### src/rtl/mem_access_sequencer_if.sv
// Bundle of core-side request/response, memory-port and UART signals for mem_access_sequencer.
interface mem_access_sequencer_if;
    logic        if_req;
    logic [31:0] if_addr;
    logic        if_gnt;
    logic        if_valid;
    logic [31:0] if_rdata;

    logic        d_req;
    logic        d_we;
    logic [1:0]  d_size;
    logic        d_unsigned;
    logic [31:0] d_addr;
    logic [31:0] d_wdata;
    logic        d_gnt;
    logic        d_valid;
    logic [31:0] d_rdata;
    logic        d_err;

    logic        mem_en;
    logic [3:0]  mem_we;
    logic [31:0] mem_addr;
    logic [31:0] mem_wdata;
    logic [31:0] mem_rdata;

    logic        uart_wr;
    logic [7:0]  uart_data;
    logic        uart_busy;

    // Sequencer side
    modport slave (
        input  if_req, if_addr, d_req, d_we, d_size, d_unsigned, d_addr, d_wdata,
               mem_rdata, uart_busy,
        output if_gnt, if_valid, if_rdata, d_gnt, d_valid, d_rdata, d_err,
               mem_en, mem_we, mem_addr, mem_wdata, uart_wr, uart_data
    );

    // Core / memory / UART side
    modport master (
        output if_req, if_addr, d_req, d_we, d_size, d_unsigned, d_addr, d_wdata,
               mem_rdata, uart_busy,
        input  if_gnt, if_valid, if_rdata, d_gnt, d_valid, d_rdata, d_err,
               mem_en, mem_we, mem_addr, mem_wdata, uart_wr, uart_data
    );
endinterface

### src/rtl/mem_access_sequencer.sv
// Shares one sync memory port between fetch and load/store, diverts UART_ADDR traffic; response MEM_LATENCY+1 cycles after grant,
// grants only in IDLE (requests must be held), UART stores stall on uart_busy. MISALIGN_TRAP_EN traps misaligned data accesses.
module mem_access_sequencer #(
    parameter int          MEM_LATENCY = 1,
    parameter logic [31:0] UART_ADDR   = 32'h0002_0000
) (
    input  logic                   clk,
    input  logic                   rst,
    mem_access_sequencer_if.slave  bus
);
    typedef enum logic [2:0] {IDLE, ACCESS, WAIT, UART, DONE} state_t;
    localparam logic [2:0] LAT = 3'(MEM_LATENCY);

    state_t      state, state_nxt;
    logic        is_data_q, we_q, uns_q, d_err_q;
    logic [1:0]  size_q;
    logic [2:0]  cnt_q;
    logic [3:0]  mem_we_q;
    logic [7:0]  uart_byte_q;
    logic [31:0] addr_q, mem_wdata_q, if_rdata_q, d_rdata_q;

    logic        grant_d, grant_i, trap, to_uart;
    logic [31:0] eff_addr, lane_wdata;
    logic [3:0]  lane_we;
    logic        d_set, d_err_res, i_set, uart_wr_c;
    logic [31:0] d_res;

    function automatic logic [31:0] extract(input logic [31:0] w, input logic [1:0] a,
                                            input logic [1:0] sz, input logic uns);
        logic [7:0]  b;
        logic [15:0] h;
        b = w[{a, 3'b000} +: 8];
        h = a[1] ? w[31:16] : w[15:0];
        case (sz)
            2'b00:   extract = uns ? {24'h0, b} : {{24{b[7]}}, b};
            2'b01:   extract = uns ? {16'h0, h} : {{16{h[15]}}, h};
            default: extract = w;
        endcase
    endfunction

    assign grant_d = !rst && (state == IDLE) && bus.d_req;
    assign grant_i = !rst && (state == IDLE) && !bus.d_req && bus.if_req;
    assign to_uart = (bus.d_addr == UART_ADDR);

    always_comb begin
        eff_addr = bus.d_addr;
`ifdef MISALIGN_TRAP_EN
        trap = (bus.d_size == 2'b01 && bus.d_addr[0]) ||
               (bus.d_size[1] && bus.d_addr[1:0] != 2'b00);
`else
        // Without trapping, misaligned accesses silently round down to natural alignment
        trap = 1'b0;
        if (bus.d_size == 2'b01)
            eff_addr[0] = 1'b0;
        else if (bus.d_size[1])
            eff_addr[1:0] = 2'b00;
`endif
        case (bus.d_size)
            2'b00: begin
                lane_we    = 4'b0001 << eff_addr[1:0];
                lane_wdata = {4{bus.d_wdata[7:0]}};
            end
            2'b01: begin
                lane_we    = 4'b0011 << {eff_addr[1], 1'b0};
                lane_wdata = {2{bus.d_wdata[15:0]}};
            end
            default: begin
                lane_we    = 4'b1111;
                lane_wdata = bus.d_wdata;
            end
        endcase
    end

    always_ff @(posedge clk) begin
        if (rst)
            state <= IDLE;
        else
            state <= state_nxt;
    end

    always_comb begin
        state_nxt = state;
        d_set     = 1'b0;
        d_res     = 32'h0;
        d_err_res = 1'b0;
        i_set     = 1'b0;
        uart_wr_c = 1'b0;
        unique case (state)
            IDLE: begin
                if (grant_d) begin
                    if (trap) begin
                        state_nxt = DONE;
                        d_set     = 1'b1;
                        d_err_res = 1'b1;
                    end else if (to_uart) begin
                        state_nxt = UART;
                    end else begin
                        state_nxt = ACCESS;
                    end
                end else if (grant_i) begin
                    state_nxt = ACCESS;
                end
            end
            ACCESS, WAIT: begin
                if (state == ACCESS && is_data_q && we_q) begin
                    state_nxt = DONE;
                    d_set     = 1'b1;
                end else if ((state == ACCESS && LAT <= 3'd1) || (state == WAIT && cnt_q >= LAT)) begin
                    state_nxt = DONE;
                    d_set     = is_data_q;
                    i_set     = !is_data_q;
                    d_res     = extract(bus.mem_rdata, addr_q[1:0], size_q, uns_q);
                end else begin
                    state_nxt = WAIT;
                end
            end
            UART: begin
                if (!we_q) begin
                    state_nxt = DONE;
                    d_set     = 1'b1;
                    d_res     = {31'h0, bus.uart_busy};
                end else if (!bus.uart_busy) begin
                    state_nxt = DONE;
                    d_set     = 1'b1;
                    uart_wr_c = 1'b1;
                end
            end
            DONE:    state_nxt = IDLE;
            default: state_nxt = IDLE;
        endcase
    end

    always_ff @(posedge clk) begin
        if (rst) begin
            is_data_q   <= 1'b0;
            we_q        <= 1'b0;
            uns_q       <= 1'b0;
            size_q      <= 2'b00;
            addr_q      <= 32'h0;
            uart_byte_q <= 8'h0;
            mem_we_q    <= 4'h0;
            mem_wdata_q <= 32'h0;
            cnt_q       <= 3'd0;
            d_rdata_q   <= 32'h0;
            d_err_q     <= 1'b0;
            if_rdata_q  <= 32'h0;
        end else begin
            if (grant_d) begin
                is_data_q   <= 1'b1;
                we_q        <= bus.d_we;
                uns_q       <= bus.d_unsigned;
                size_q      <= bus.d_size;
                addr_q      <= eff_addr;
                uart_byte_q <= bus.d_wdata[7:0];
                mem_we_q    <= bus.d_we ? lane_we : 4'h0;
                mem_wdata_q <= bus.d_we ? lane_wdata : 32'h0;
            end else if (grant_i) begin
                is_data_q   <= 1'b0;
                we_q        <= 1'b0;
                uns_q       <= 1'b0;
                size_q      <= 2'b10;
                addr_q      <= bus.if_addr;
                mem_we_q    <= 4'h0;
                mem_wdata_q <= 32'h0;
            end
            // cnt_q tracks the cycle index since grant while waiting on memory
            if (state == ACCESS)
                cnt_q <= 3'd2;
            else if (state == WAIT)
                cnt_q <= cnt_q + 3'd1;
            if (d_set) begin
                d_rdata_q <= d_res;
                d_err_q   <= d_err_res;
            end
            if (i_set)
                if_rdata_q <= bus.mem_rdata;
        end
    end

    assign bus.if_gnt    = grant_i;
    assign bus.d_gnt     = grant_d;
    assign bus.mem_en    = !rst && (state == ACCESS);
    assign bus.mem_we    = bus.mem_en ? mem_we_q : 4'h0;
    assign bus.mem_addr  = bus.mem_en ? {addr_q[31:2], 2'b00} : 32'h0;
    assign bus.mem_wdata = bus.mem_en ? mem_wdata_q : 32'h0;
    assign bus.uart_wr   = !rst && uart_wr_c;
    assign bus.uart_data = bus.uart_wr ? uart_byte_q : 8'h0;
    assign bus.if_valid  = !rst && (state == DONE) && !is_data_q;
    assign bus.d_valid   = !rst && (state == DONE) && is_data_q;
    assign bus.if_rdata  = rst ? 32'h0 : if_rdata_q;
    assign bus.d_rdata   = rst ? 32'h0 : d_rdata_q;
    assign bus.d_err     = !rst && d_err_q;
endmodule

### src/flat_wrapper.sv
// flat-port wrapper written by rule: the top's interface ports become plain ports
module mem_access_sequencer_flat 
#(
    parameter int          MEM_LATENCY = 1,
    parameter logic [31:0] UART_ADDR   = 32'h0002_0000
)
  (clk, rst, bus_if_req, bus_if_addr, bus_d_req, bus_d_we, bus_d_size, bus_d_unsigned, bus_d_addr, bus_d_wdata, bus_mem_rdata, bus_uart_busy, bus_if_gnt, bus_if_valid, bus_if_rdata, bus_d_gnt, bus_d_valid, bus_d_rdata, bus_d_err, bus_mem_en, bus_mem_we, bus_mem_addr, bus_mem_wdata, bus_uart_wr, bus_uart_data);
  mem_access_sequencer_if bus_i ();
  input  logic clk;
  input  logic rst;
  input wire logic [$bits(bus_i.if_req)-1:0] bus_if_req;
  input wire logic [$bits(bus_i.if_addr)-1:0] bus_if_addr;
  input wire logic [$bits(bus_i.d_req)-1:0] bus_d_req;
  input wire logic [$bits(bus_i.d_we)-1:0] bus_d_we;
  input wire logic [$bits(bus_i.d_size)-1:0] bus_d_size;
  input wire logic [$bits(bus_i.d_unsigned)-1:0] bus_d_unsigned;
  input wire logic [$bits(bus_i.d_addr)-1:0] bus_d_addr;
  input wire logic [$bits(bus_i.d_wdata)-1:0] bus_d_wdata;
  input wire logic [$bits(bus_i.mem_rdata)-1:0] bus_mem_rdata;
  input wire logic [$bits(bus_i.uart_busy)-1:0] bus_uart_busy;
  output wire logic [$bits(bus_i.if_gnt)-1:0] bus_if_gnt;
  output wire logic [$bits(bus_i.if_valid)-1:0] bus_if_valid;
  output wire logic [$bits(bus_i.if_rdata)-1:0] bus_if_rdata;
  output wire logic [$bits(bus_i.d_gnt)-1:0] bus_d_gnt;
  output wire logic [$bits(bus_i.d_valid)-1:0] bus_d_valid;
  output wire logic [$bits(bus_i.d_rdata)-1:0] bus_d_rdata;
  output wire logic [$bits(bus_i.d_err)-1:0] bus_d_err;
  output wire logic [$bits(bus_i.mem_en)-1:0] bus_mem_en;
  output wire logic [$bits(bus_i.mem_we)-1:0] bus_mem_we;
  output wire logic [$bits(bus_i.mem_addr)-1:0] bus_mem_addr;
  output wire logic [$bits(bus_i.mem_wdata)-1:0] bus_mem_wdata;
  output wire logic [$bits(bus_i.uart_wr)-1:0] bus_uart_wr;
  output wire logic [$bits(bus_i.uart_data)-1:0] bus_uart_data;
  assign bus_i.if_req = bus_if_req;
  assign bus_i.if_addr = bus_if_addr;
  assign bus_i.d_req = bus_d_req;
  assign bus_i.d_we = bus_d_we;
  assign bus_i.d_size = bus_d_size;
  assign bus_i.d_unsigned = bus_d_unsigned;
  assign bus_i.d_addr = bus_d_addr;
  assign bus_i.d_wdata = bus_d_wdata;
  assign bus_i.mem_rdata = bus_mem_rdata;
  assign bus_i.uart_busy = bus_uart_busy;
  assign bus_if_gnt = bus_i.if_gnt;
  assign bus_if_valid = bus_i.if_valid;
  assign bus_if_rdata = bus_i.if_rdata;
  assign bus_d_gnt = bus_i.d_gnt;
  assign bus_d_valid = bus_i.d_valid;
  assign bus_d_rdata = bus_i.d_rdata;
  assign bus_d_err = bus_i.d_err;
  assign bus_mem_en = bus_i.mem_en;
  assign bus_mem_we = bus_i.mem_we;
  assign bus_mem_addr = bus_i.mem_addr;
  assign bus_mem_wdata = bus_i.mem_wdata;
  assign bus_uart_wr = bus_i.uart_wr;
  assign bus_uart_data = bus_i.uart_data;
  mem_access_sequencer #(.MEM_LATENCY(MEM_LATENCY), .UART_ADDR(UART_ADDR)) u_core (.clk(clk), .rst(rst), .bus(bus_i));
endmodule
### config.mk
export PLATFORM = sky130hd
export DESIGN_NAME = mem_access_sequencer_flat
export DESIGN_NICKNAME = d
export VERILOG_FILES = /design/src/rtl/mem_access_sequencer_if.sv /design/src/rtl/mem_access_sequencer.sv /design/src/flat_wrapper.sv
export SDC_FILE = /design/constraint.sdc
export NUM_CORES = 1
export LEC_CHECK = 0
export BUFFER_PORTS_ARGS = -buffer_cell sky130_fd_sc_hd__buf_2
export CORE_UTILIZATION = 50
export DETAILED_ROUTE_END_ITERATION = 7
export PLACE_DENSITY = 0.81
export REMOVE_ABC_BUFFERS = 1
export SKIP_CTS_REPAIR_TIMING = 1
export SLEW_MARGIN = 20
export SYNTH_ARGS = -nofsm -noshare
export SYNTH_HDL_FRONTEND = slang
export SYNTH_SLANG_ARGS = --single-unit
### constraint.sdc
create_clock -name clk -period 2.2 [get_ports clk]
set_input_delay 0.44 -clock clk [delete_from_list [all_inputs] [get_ports clk]]
set_output_delay 0.44 -clock clk [all_outputs]
set_load 0.03 [all_outputs]
==> results of run 1 <==
==> metrics by stage <==
stage | hold slack [ps] | util [%]
3_3_place_gp | 439 | 62.8
4_1_cts | 260 | 66.7
3_5_place_dp | 445 | 62.8
2_1_floorplan | 421 | -
5_1_grt | 270 | 71.2
6_report | 279 | 71.2
==> cell families after synthesis <==
group                      after synthesis  share of synthesized area [%]
and+or+nand+nor                        421                           27.2
adders and majority gates                2                          0.328
buffers and inverters                  132                           7.01
muxes                                   34                           4.99
other                                    1                         0.0492
AOI/OAI and AO/OA                      232                           20.8
DFF                                    151                           39.6
==> power groups by stage <==
stage / Clock [mW] / Sequential [mW] / Combinational (mW)
final: 2.89 / 2.95 / 1.13
after global routing: 3.02 / 2.96 / 1.22
after CTS: 2.90 / 2.94 / 1.06
after detailed placement: 0 / 3.00 / 1.05
after global placement: 0 / 3.00 / 1.03
after floorplan: 0 / 2.97 / 0.564
==> metal layers <==
layer  GRT usage, %  vias to the layer above  part of all wire [%]
met5              0                        -                     0
met4           11.6                        0                   4.0
met3           8.56                      101                   9.6
met2           53.5                      500                    48
met1           38.2                     4003                    39
li1               -                     3916                     -
==> registers in the layout (all words and copies together) (netlist names) <==
| name | flops |
|---|---|
| u_core.cnt_q | 3 |
| u_core.addr_q | 32 |
| u_core.state | 3 |
| u_core.we_q | 1 |
| u_core.if_rdata_q | 32 |
| u_core.uns_q | 1 |
| u_core.mem_wdata_q | 32 |
| u_core.d_rdata_q | 32 |
| u_core.size_q | 2 |
| u_core.uart_byte_q | 8 |
| u_core.is_data_q | 1 |
| u_core.mem_we_q | 4 |
==> cells in the final DEF, fill, tap and decap left out, drive strengths merged, types with 11 or more instances in the layout <==
master,n
a21oi,54
a22oi,36
a311oi,30
and2,77
buf,320
clkbuf,23
dfxtp,151
inv,38
mux2,22
mux2i,11
nand2,87
nand3,66
nor2,115
nor2b,40
o21ai,45
o32ai,31
==> worst max-delay path: cells and delay by family, from the launching register on <==
family        cells  cell delay, ps
buf+inv           3             540
flops             1             360
simple gates      2             480
==> area by class of cell <==
class / instances / area (sq um)
Clock inverter: 12 / 125
Fill cell: 1071 / 4230
Clock buffer: 20 / 447
Inverter: 39 / 146
Sequential cell: 151 / 3030
Timing Repair Buffer: 323 / 2280
Tap cell: 184 / 230
Multi-Input combinational cell: 693 / 4210
==> worst paths after layout <==
path | slack, ps | depth (start not counted) | start | endpoint
worst min-delay path | 280 | 3 | bus_mem_rdata[6] | u_core.if_rdata_q[6]
worst max-delay path | -50 | 5 | u_core.state[1] | bus_mem_wdata[7]
worst max register to register | 200 | 5 | u_core.addr_q[1] | u_core.d_rdata_q[0]
worst min register to register | 450 | 2 | u_core.mem_we_q[2] | u_core.mem_we_q[2]
==> impl_metrics.py, run 1 <==
metrics = {
    "sta": {
        "hold_viol": 0,
        "skew_ps": 6.53,
        "slew_headroom_pct": 50.2,
        "report.final.setup_viol": 39,
        "tightestPinTransition_ps": 746,
        "post-route-min-period_ps": 2250,
        "setup_slack_ps": -53.1,
        "rsz0062_at_grt": "true",
        "fin_crit_sh_pct": 102,
        "tns_ps": -1100,
        "final_max_slew_viol_count": 0,
        "fmax_ghz": 0.444,
    },
    "drt": {
        "wirelength_mm": 27.5,
        "viasPerCell": 5.99,
        "ant_nets": 0,
        "drc": 18,
        "vias": 8520,
        "drt_iter0_drc": 816,
        "firstDrtPassIters": 8,
        "wl_per_cell_um": 19.3,
    },
    "power": {
        "p_int_mw": 4.99,
        "peakVddDrop_uv": 523,
        "power_leakage_nw": 4.68,
        "power_mw": 6.97,
        "seqPwrFrac_pct": 42.3,
        "pwr-share-clk_pct": 41.4,
        "p_switching_mw": 1.98,
        "switching_share_pct": 28.4,
        "p_per_area_mw_per_mm2": 666,
        "combPwrFrac_pct": 16.2,
    },
    "synthesis": {
        "ys_types": 53,
        "synth_edf_count": 0,
        "async_reset_ff_share_pct": 0,
        "syn_inst": 973,
        "ys_warn_count": 0,
        "netlist_area_sq_mm": 0.00763,
        "synth_common_cells": "dfxtp_1, nor2_1, nand2_1",
        "ys_top_cells_by_area": "dfxtp_1, and2_1, nor2_1, nand3_1, nand2_1",
        "yosys.area.top_type": "dfxtp_1",
        "ys_seq_area_share_pct": 39.6,
        "ys_ff_latch": 151,
        "ys.flop_type": "dfxtp_1",
        "yosysMostFrequentCell": "dfxtp_1",
        "yosys.area.top_type_share_pct": 39.6,
        "avgSynthCellArea_sq_um": 7.84,
    },
    "cts": {
        "root_buffer": "clkbuf_16",
        "htreeDepth": 4,
        "clockBufferDepth": 2,
        "clk_latency_ps": 430,
        "cts.sinks": 151,
        "numCtsBuffers": 17,
        "cts_tree": "yes",
        "clk_pin_slew_ps": 60,
    },
    "final_layout": {
        "finalNetCount": 1364,
        "drive_gt1_share_pct": 34.6,
        "fin_area_sq_mm": 0.0105,
        "final_cells": 1422,
        "antenna_cells": 0,
        "syn_to_final_growth_pct": 37.2,
    },
    "critical_path": {
        "timing.critical_path.mode_cell": "buf_6",
        "cp.required_ps": 1760,
        "cp-start-kind": "flip-flop",
        "crit_path_max_fanout": 8,
        "critPathKind": "flip-flop to output pin",
        "end_kind": "output pin",
        "crit_chain": "nor4b_4 > buf_6 > clkbuf_16 > and2_1 > buf_6",
        "critical-path-slowest-cell": "dfxtp_4",
        "critPathMaxStageDelay_ps": 360,
        "arrival_ps": 1810,
    },
    "floorplanning": {
        "core_area_sq_mm": 0.0147,
        "io_pins": 284,
        "die_w_um": 126,
        "dieArea_sq_mm": 0.0158,
        "initial_utilization_pct": 51.9,
        "fp-row-count": 44,
        "die_h_um": 126,
    },
    "job": {
        "drv_cap": 0,
    },
    "outcome": {
        "status": "finished with violations",
        "violations": "design-rule violations, negative setup slack",
    },
    "placement": {
        "dp.final_hpwl_mm": 17.3,
        "gp_congestion": 0.882,
        "place_inst": 1380,
        "dpl_cell_area_sq_mm": 0.00924,
        "io_buffers": 280,
        "dpl_worst_slack_ps": -12.6,
    },
    "global_routing": {
        "grt_pass1_wl_mm": 39.8,
        "grt_max_degree": 69,
        "grt_pass1_vias": 7900,
        "antenna_found_initial": 1,
        "grt-ovfl-total": 0,
        "grtUsageTotal_pct": 31.6,
    },
    "worst_hold_path": {
        "holdCritPathClass": "input pin to flip-flop",
    },
}
No activity file was read; power rests on OpenSTA's default activity.
==> run 2: changes to the inputs <==
--- a/config.mk
+++ b/config.mk
@@ -7,7 +7,8 @@
 export LEC_CHECK = 0
 export BUFFER_PORTS_ARGS = -buffer_cell sky130_fd_sc_hd__buf_2
-export CORE_UTILIZATION = 50
+export CORE_UTILIZATION = 51
+export CTS_BUF_LIST = sky130_fd_sc_hd__clkbuf_16
 export DETAILED_ROUTE_END_ITERATION = 7
-export PLACE_DENSITY = 0.81
+export PLACE_DENSITY = 0.82
 export REMOVE_ABC_BUFFERS = 1
 export SKIP_CTS_REPAIR_TIMING = 1
==> constraint.sdc (replaced) <==
create_clock -name clk -period 2.83 [get_ports clk]
set_input_delay 0.566 -clock clk [delete_from_list [all_inputs] [get_ports clk]]
set_output_delay 0.566 -clock clk [all_outputs]
set_load 0.02 [all_outputs]
==> run 2 against run 1 <==
Net effect: the run now ends clean; sequential share of layout area rose by 2.2 points; core utilization fell by 4.7 points; clock skew fell by 1.3 ps; wire length fell by 9.7%; register-to-register slack improved by 440 ps; design area fell by 7.3%; die area fell by 1.9%; flip-flop and latch count did not move; via count fell by 2.7%; largest cell class unchanged; highest routed layer is now met5.
==> impl_metrics.py, run 2 (same netlist as run 1, synthesis figures left out) <==
metrics = {
    "critical_path": {
        "critPathKind": "flip-flop to output pin",
        "cp-start-kind": "flip-flop",
        "critPathMaxStageDelay_ps": 510,
        "critical-path-slowest-cell": "dfxtp_1",
        "path_buf_inv": 2,
        "path_delay_family": "simple AND/OR/NAND/NOR gates",
        "arrival_ps": 2050,
        "cp.required_ps": 2260,
        "crit_path_max_fanout": 27,
        "end_kind": "output pin",
        "crit_chain": "nor4b_2 > buf_4 > and2_1 > buf_2",
    },
    "sta": {
        "hold_ws_ps": 408,
        "fin_crit_sh_pct": 92.5,
        "hold_viol": 0,
        "final_max_slew_viol_count": 0,
        "fmax_ghz": 0.382,
        "post-route-min-period_ps": 2620,
        "slew_headroom_pct": 48.6,
        "rsz0062_at_grt": "false",
        "tightestPinTransition_ps": 770,
        "skew_ps": 5.22,
        "report.final.setup_viol": 0,
    },
    "floorplanning": {
        "die_w_um": 124,
        "core_area_sq_mm": 0.0146,
        "die_h_um": 124,
        "fp-row-count": 44,
        "initial_utilization_pct": 52.3,
        "io_pins": 284,
        "dieArea_sq_mm": 0.0154,
    },
    "final_layout": {
        "syn_to_final_growth_pct": 27.2,
        "drive_gt1_share_pct": 30.5,
        "utilization_pct": 66.5,
        "finalNetCount": 1347,
        "most-common-layout-cells": "buf_2, dfxtp_1, nor2_1",
        "ff_latch_area_sq_mm": 0.00302,
        "layout_commonest_cell": "buf_2",
        "fillers": 1258,
        "multiInputGateArea_sq_mm": 0.00410,
        "fin_area_sq_mm": 0.00970,
    },
    "global_routing": {
        "grtUsageTotal_pct": 31.7,
        "grt_max_degree": 96,
        "grt-ovfl-total": 0,
        "grt_pass1_wl_mm": 39.8,
        "antenna_found_initial": 3,
        "grt_pass1_vias": 7757,
    },
    "power": {
        "p_per_area_mw_per_mm2": 542,
        "peakVddDrop_uv": 431,
        "p_int_mw": 3.80,
        "combPwrFrac_pct": 15.1,
        "power_leakage_nw": 4.46,
        "switching_share_pct": 27.7,
        "pwr-share-clk_pct": 41.3,
        "seqPwrFrac_pct": 43.6,
        "p_switching_mw": 1.45,
    },
    "drt": {
        "ant_nets": 0,
        "wirelength_mm": 24.8,
        "viasPerCell": 5.89,
        "drt_iter0_drc": 776,
        "drc": 0,
        "wl_per_cell_um": 17.7,
        "vias": 8292,
        "firstDrtPassIters": 6,
    },
    "placement": {
        "io_buffers": 280,
        "gp_congestion": 0.890,
        "dpl_cell_area_sq_mm": 0.00913,
        "dp.final_hpwl_mm": 17.1,
    },
    "cts": {
        "clk_pin_slew_ps": 60,
        "root_buffer": "clkbuf_16",
        "cts.sinks": 151,
        "clockBufferDepth": 2,
        "htreeDepth": 4,
        "clk_latency_ps": 420,
        "cts_tree": "yes",
        "numCtsBuffers": 17,
    },
    "job": {
        "drv_cap": 0,
    },
    "worst_hold_path": {
        "holdCritPathClass": "input pin to flip-flop",
    },
    "outcome": {
        "status": "complete, no violations",
    },
}
run 2: stage by stage:
step	std cells	setup slack (ps)	TNS (ps)	power, mW
floorplan	882	-2700	-208080	2.73
global placement	1373	565	0	3.10
detailed placement	1373	556	0	3.11
CTS	1405	191	0	5.26
global route	1406	109	0	5.47
finish	1407	213	0	5.26
run 2: routing by layer:
metal	up-vias	track usage (%)	share of wire [%]
met5	-	0	0.052
met4	2	13.0	2.9
met3	49	8.03	9.0
met2	446	51.4	48
met1	3914	40.1	41
li1	3881	-	-
run 2: worst paths after layout:
check	depth (start not counted)	from	end	slack [ps]
max	4	u_core.state[2]	bus_mem_addr[24]	210
min	3	bus_mem_rdata[4]	u_core.if_rdata_q[4]	410
max reg2reg	6	u_core.state[2]	u_core.mem_wdata_q[2]	640
min reg2reg	2	u_core.uart_byte_q[0]	u_core.uart_byte_q[0]	450
run 2: power groups by stage:
stage | registers (mW) | logic (mW) | clock network [mW]
finish | 2.29 | 0.792 | 2.17
global route | 2.30 | 0.866 | 2.30
CTS | 2.29 | 0.780 | 2.19
detailed placement | 2.33 | 0.775 | 0
global placement | 2.33 | 0.763 | 0
floorplan | 2.31 | 0.418 | 0
run 2: worst min-delay path, stage by stage:
cell     delay [ps]
buf_2           110
nand3_1          60
a21oi_1          50
run 2: final cells by class:
| class | count | share of cell area [%] |
|---|---|---|
| Sequential cell | 151 | 31.2 |
| Clock inverter | 15 | 1.41 |
| Antenna cell | 2 | 0.0516 |
| Tap cell | 184 | 2.37 |
| Inverter | 39 | 1.51 |
| Multi-Input combinational cell | 692 | 42.3 |
| Clock buffer | 17 | 4.38 |
| Timing Repair Buffer | 307 | 16.9 |
==> run 3: changes to the inputs <==
- BUFFER_PORTS_ARGS: -buffer_cell sky130_fd_sc_hd__buf_2 -> -buffer_cell sky130_fd_sc_hd__buf_4
- CTS_CLUSTER_SIZE: default -> 28
==> run 3 against run 2 <==
Net effect: global-route usage grew 0.99 points; maximum frequency shrank 0.83%; wire length grew 3.9%; flip-flop and latch count is the same; critical path depth is the same; largest power group unchanged; largest cell class unchanged; clock power grew 2%; count of clock-buffer cells in the layout is the same; sequential share of layout area shrank 2.0 points.
==> impl_metrics.py, run 3 (same netlist as run 1, synthesis figures left out) <==
metrics = {
    "outcome": {
        "status": "complete, no violations",
    },
    "sta": {
        "fmax_ghz": 0.379,
        "final_max_slew_viol_count": 0,
        "hold_viol": 0,
        "tightestPinTransition_ps": 785,
        "report.final.setup_viol": 0,
        "skew_ps": 6.17,
        "fin_crit_sh_pct": 93.3,
        "slew_headroom_pct": 47.7,
        "hold_ws_ps": 398,
        "rsz0062_at_grt": "false",
        "post-route-min-period_ps": 2640,
    },
    "critical_path": {
        "timing.critical_path.mode_cell": "buf_4",
        "crit_path_end": "bus_mem_addr[24]",
        "crit_path_max_fanout": 26,
        "critical-path-slowest-cell": "dfxtp_1",
        "r2r_start": "u_core.state[2]",
        "arrival_ps": 2070,
        "cp.required_ps": 2260,
        "critPathKind": "flip-flop to output pin",
        "r2r_setup_slack_ps": 600,
        "crit_chain": "nor4b_2 > buf_4 > and2_1 > buf_4",
        "ff2ff_path_depth": 6,
        "crit_path_start": "u_core.state[2]",
        "r2r_end": "u_core.mem_we_q[3]",
        "cp-start-kind": "flip-flop",
        "end_kind": "output pin",
        "critPathMaxStageDelay_ps": 520,
    },
    "drt": {
        "wl_per_cell_um": 18.4,
        "ant_nets": 0,
        "vias": 8268,
        "viasPerCell": 5.89,
        "wirelength_mm": 25.8,
        "drc": 0,
        "firstDrtPassIters": 8,
        "drt_iter0_drc": 935,
    },
    "placement": {
        "gp_congestion": 0.882,
        "io_buffers": 280,
        "dpl_cell_area_sq_mm": 0.00980,
        "dp.final_hpwl_mm": 17.8,
    },
    "cts": {
        "clk_pin_slew_ps": 60,
        "htreeDepth": 4,
        "cts.sinks": 151,
        "clockBufferDepth": 2,
        "root_buffer": "clkbuf_16",
        "numCtsBuffers": 17,
        "cts_tree": "yes",
        "clk_latency_ps": 420,
    },
    "global_routing": {
        "grtUsageTotal_pct": 32.7,
        "grt_pass1_wl_mm": 40.9,
        "grt_max_degree": 75,
        "grt-ovfl-total": 0,
        "grt_pass1_vias": 7803,
        "antenna_found_initial": 0,
    },
    "floorplanning": {
        "initial_utilization_pct": 52.3,
        "core_area_sq_mm": 0.0146,
        "io_pins": 284,
        "fp-row-count": 44,
        "die_h_um": 124,
        "dieArea_sq_mm": 0.0154,
        "die_w_um": 124,
    },
    "final_layout": {
        "finalNetCount": 1345,
        "syn_to_final_growth_pct": 36.1,
        "drive_gt1_share_pct": 30.3,
        "fin_area_sq_mm": 0.0104,
        "layout_commonest_cell": "buf_4",
        "utilization_pct": 71.1,
        "most-common-layout-cells": "buf_4, dfxtp_1, nor2_1",
        "antenna_cells": 0,
    },
    "worst_hold_path": {
        "holdCritPathClass": "input pin to flip-flop",
    },
    "power": {
        "power_leakage_nw": 4.57,
        "peakVddDrop_uv": 393,
        "p_per_area_mw_per_mm2": 517,
    },
    "job": {
        "drv_cap": 0,
    },
}
run 3: cell count changes in the layout (fill, tap and decap cells not counted), sizes merged:
cell      delta
diode        -2
clkinv       +2
buf          -2
bufinv       +1
clkinvlp     -3
run 3: how the worst min path moves through the flow:
stage / start / endpoint / slack (ps) / cells past startpoint
after global routing: bus_mem_rdata[5] / u_core.if_rdata_q[5] / 420 / 3
after CTS: bus_d_unsigned / u_core.uns_q / 390 / 3
final: bus_d_unsigned / u_core.uns_q / 400 / 3
after detailed placement: u_core.uart_byte_q[6] / u_core.uart_byte_q[6] / 440 / 2
after global placement: u_core.uart_byte_q[2] / u_core.uart_byte_q[2] / 440 / 2
after floorplan: u_core.mem_we_q[1] / u_core.mem_we_q[1] / 420 / 2
run 3: worst max-delay path: cells and delay by family (launching register included):
kind / cells / cell delay [ps]
flops: 1 / 520
simple gates: 2 / 640
buf+inv: 2 / 470
run 3: metrics by stage:
step / power [mW] / cells / setup WS [ps] / setup TNS [ps]
CTS: 5.36 / 1403 / 179 / 0
detailed placement: 3.18 / 1371 / 507 / 0
global placement: 3.16 / 1371 / 561 / 0
global route: 5.55 / 1403 / 60.6 / 0
finish: 5.36 / 1403 / 191 / 0
floorplan: 2.73 / 882 / -2700 / -208080
run 3: per-layer routing:
layer / share of wire, % / track usage (%)
met3: 9.1 / 10.5
met5: 0 / 0
met2: 47 / 52.8
met1: 40 / 39.8
met4: 3.0 / 14.1
run 3: area by class of cell:
cell class              instances  area (sq um)
clock buffers                  17           425
clock inverters                15           144
fillers                      1187          4210
inverters                      39           146
multi-input cells             692          4100
flip-flops and latches        151          3020
well taps                     184           230
repair buffers                305          2310
run 3: where the power goes:
group          switching (mW)  leakage [nW]  internal [mW]
logic                   0.494          3.05          0.362
clock network           0.851         0.295           1.36
registers              0.0707          1.23           2.22
total                    1.42          4.57           3.94
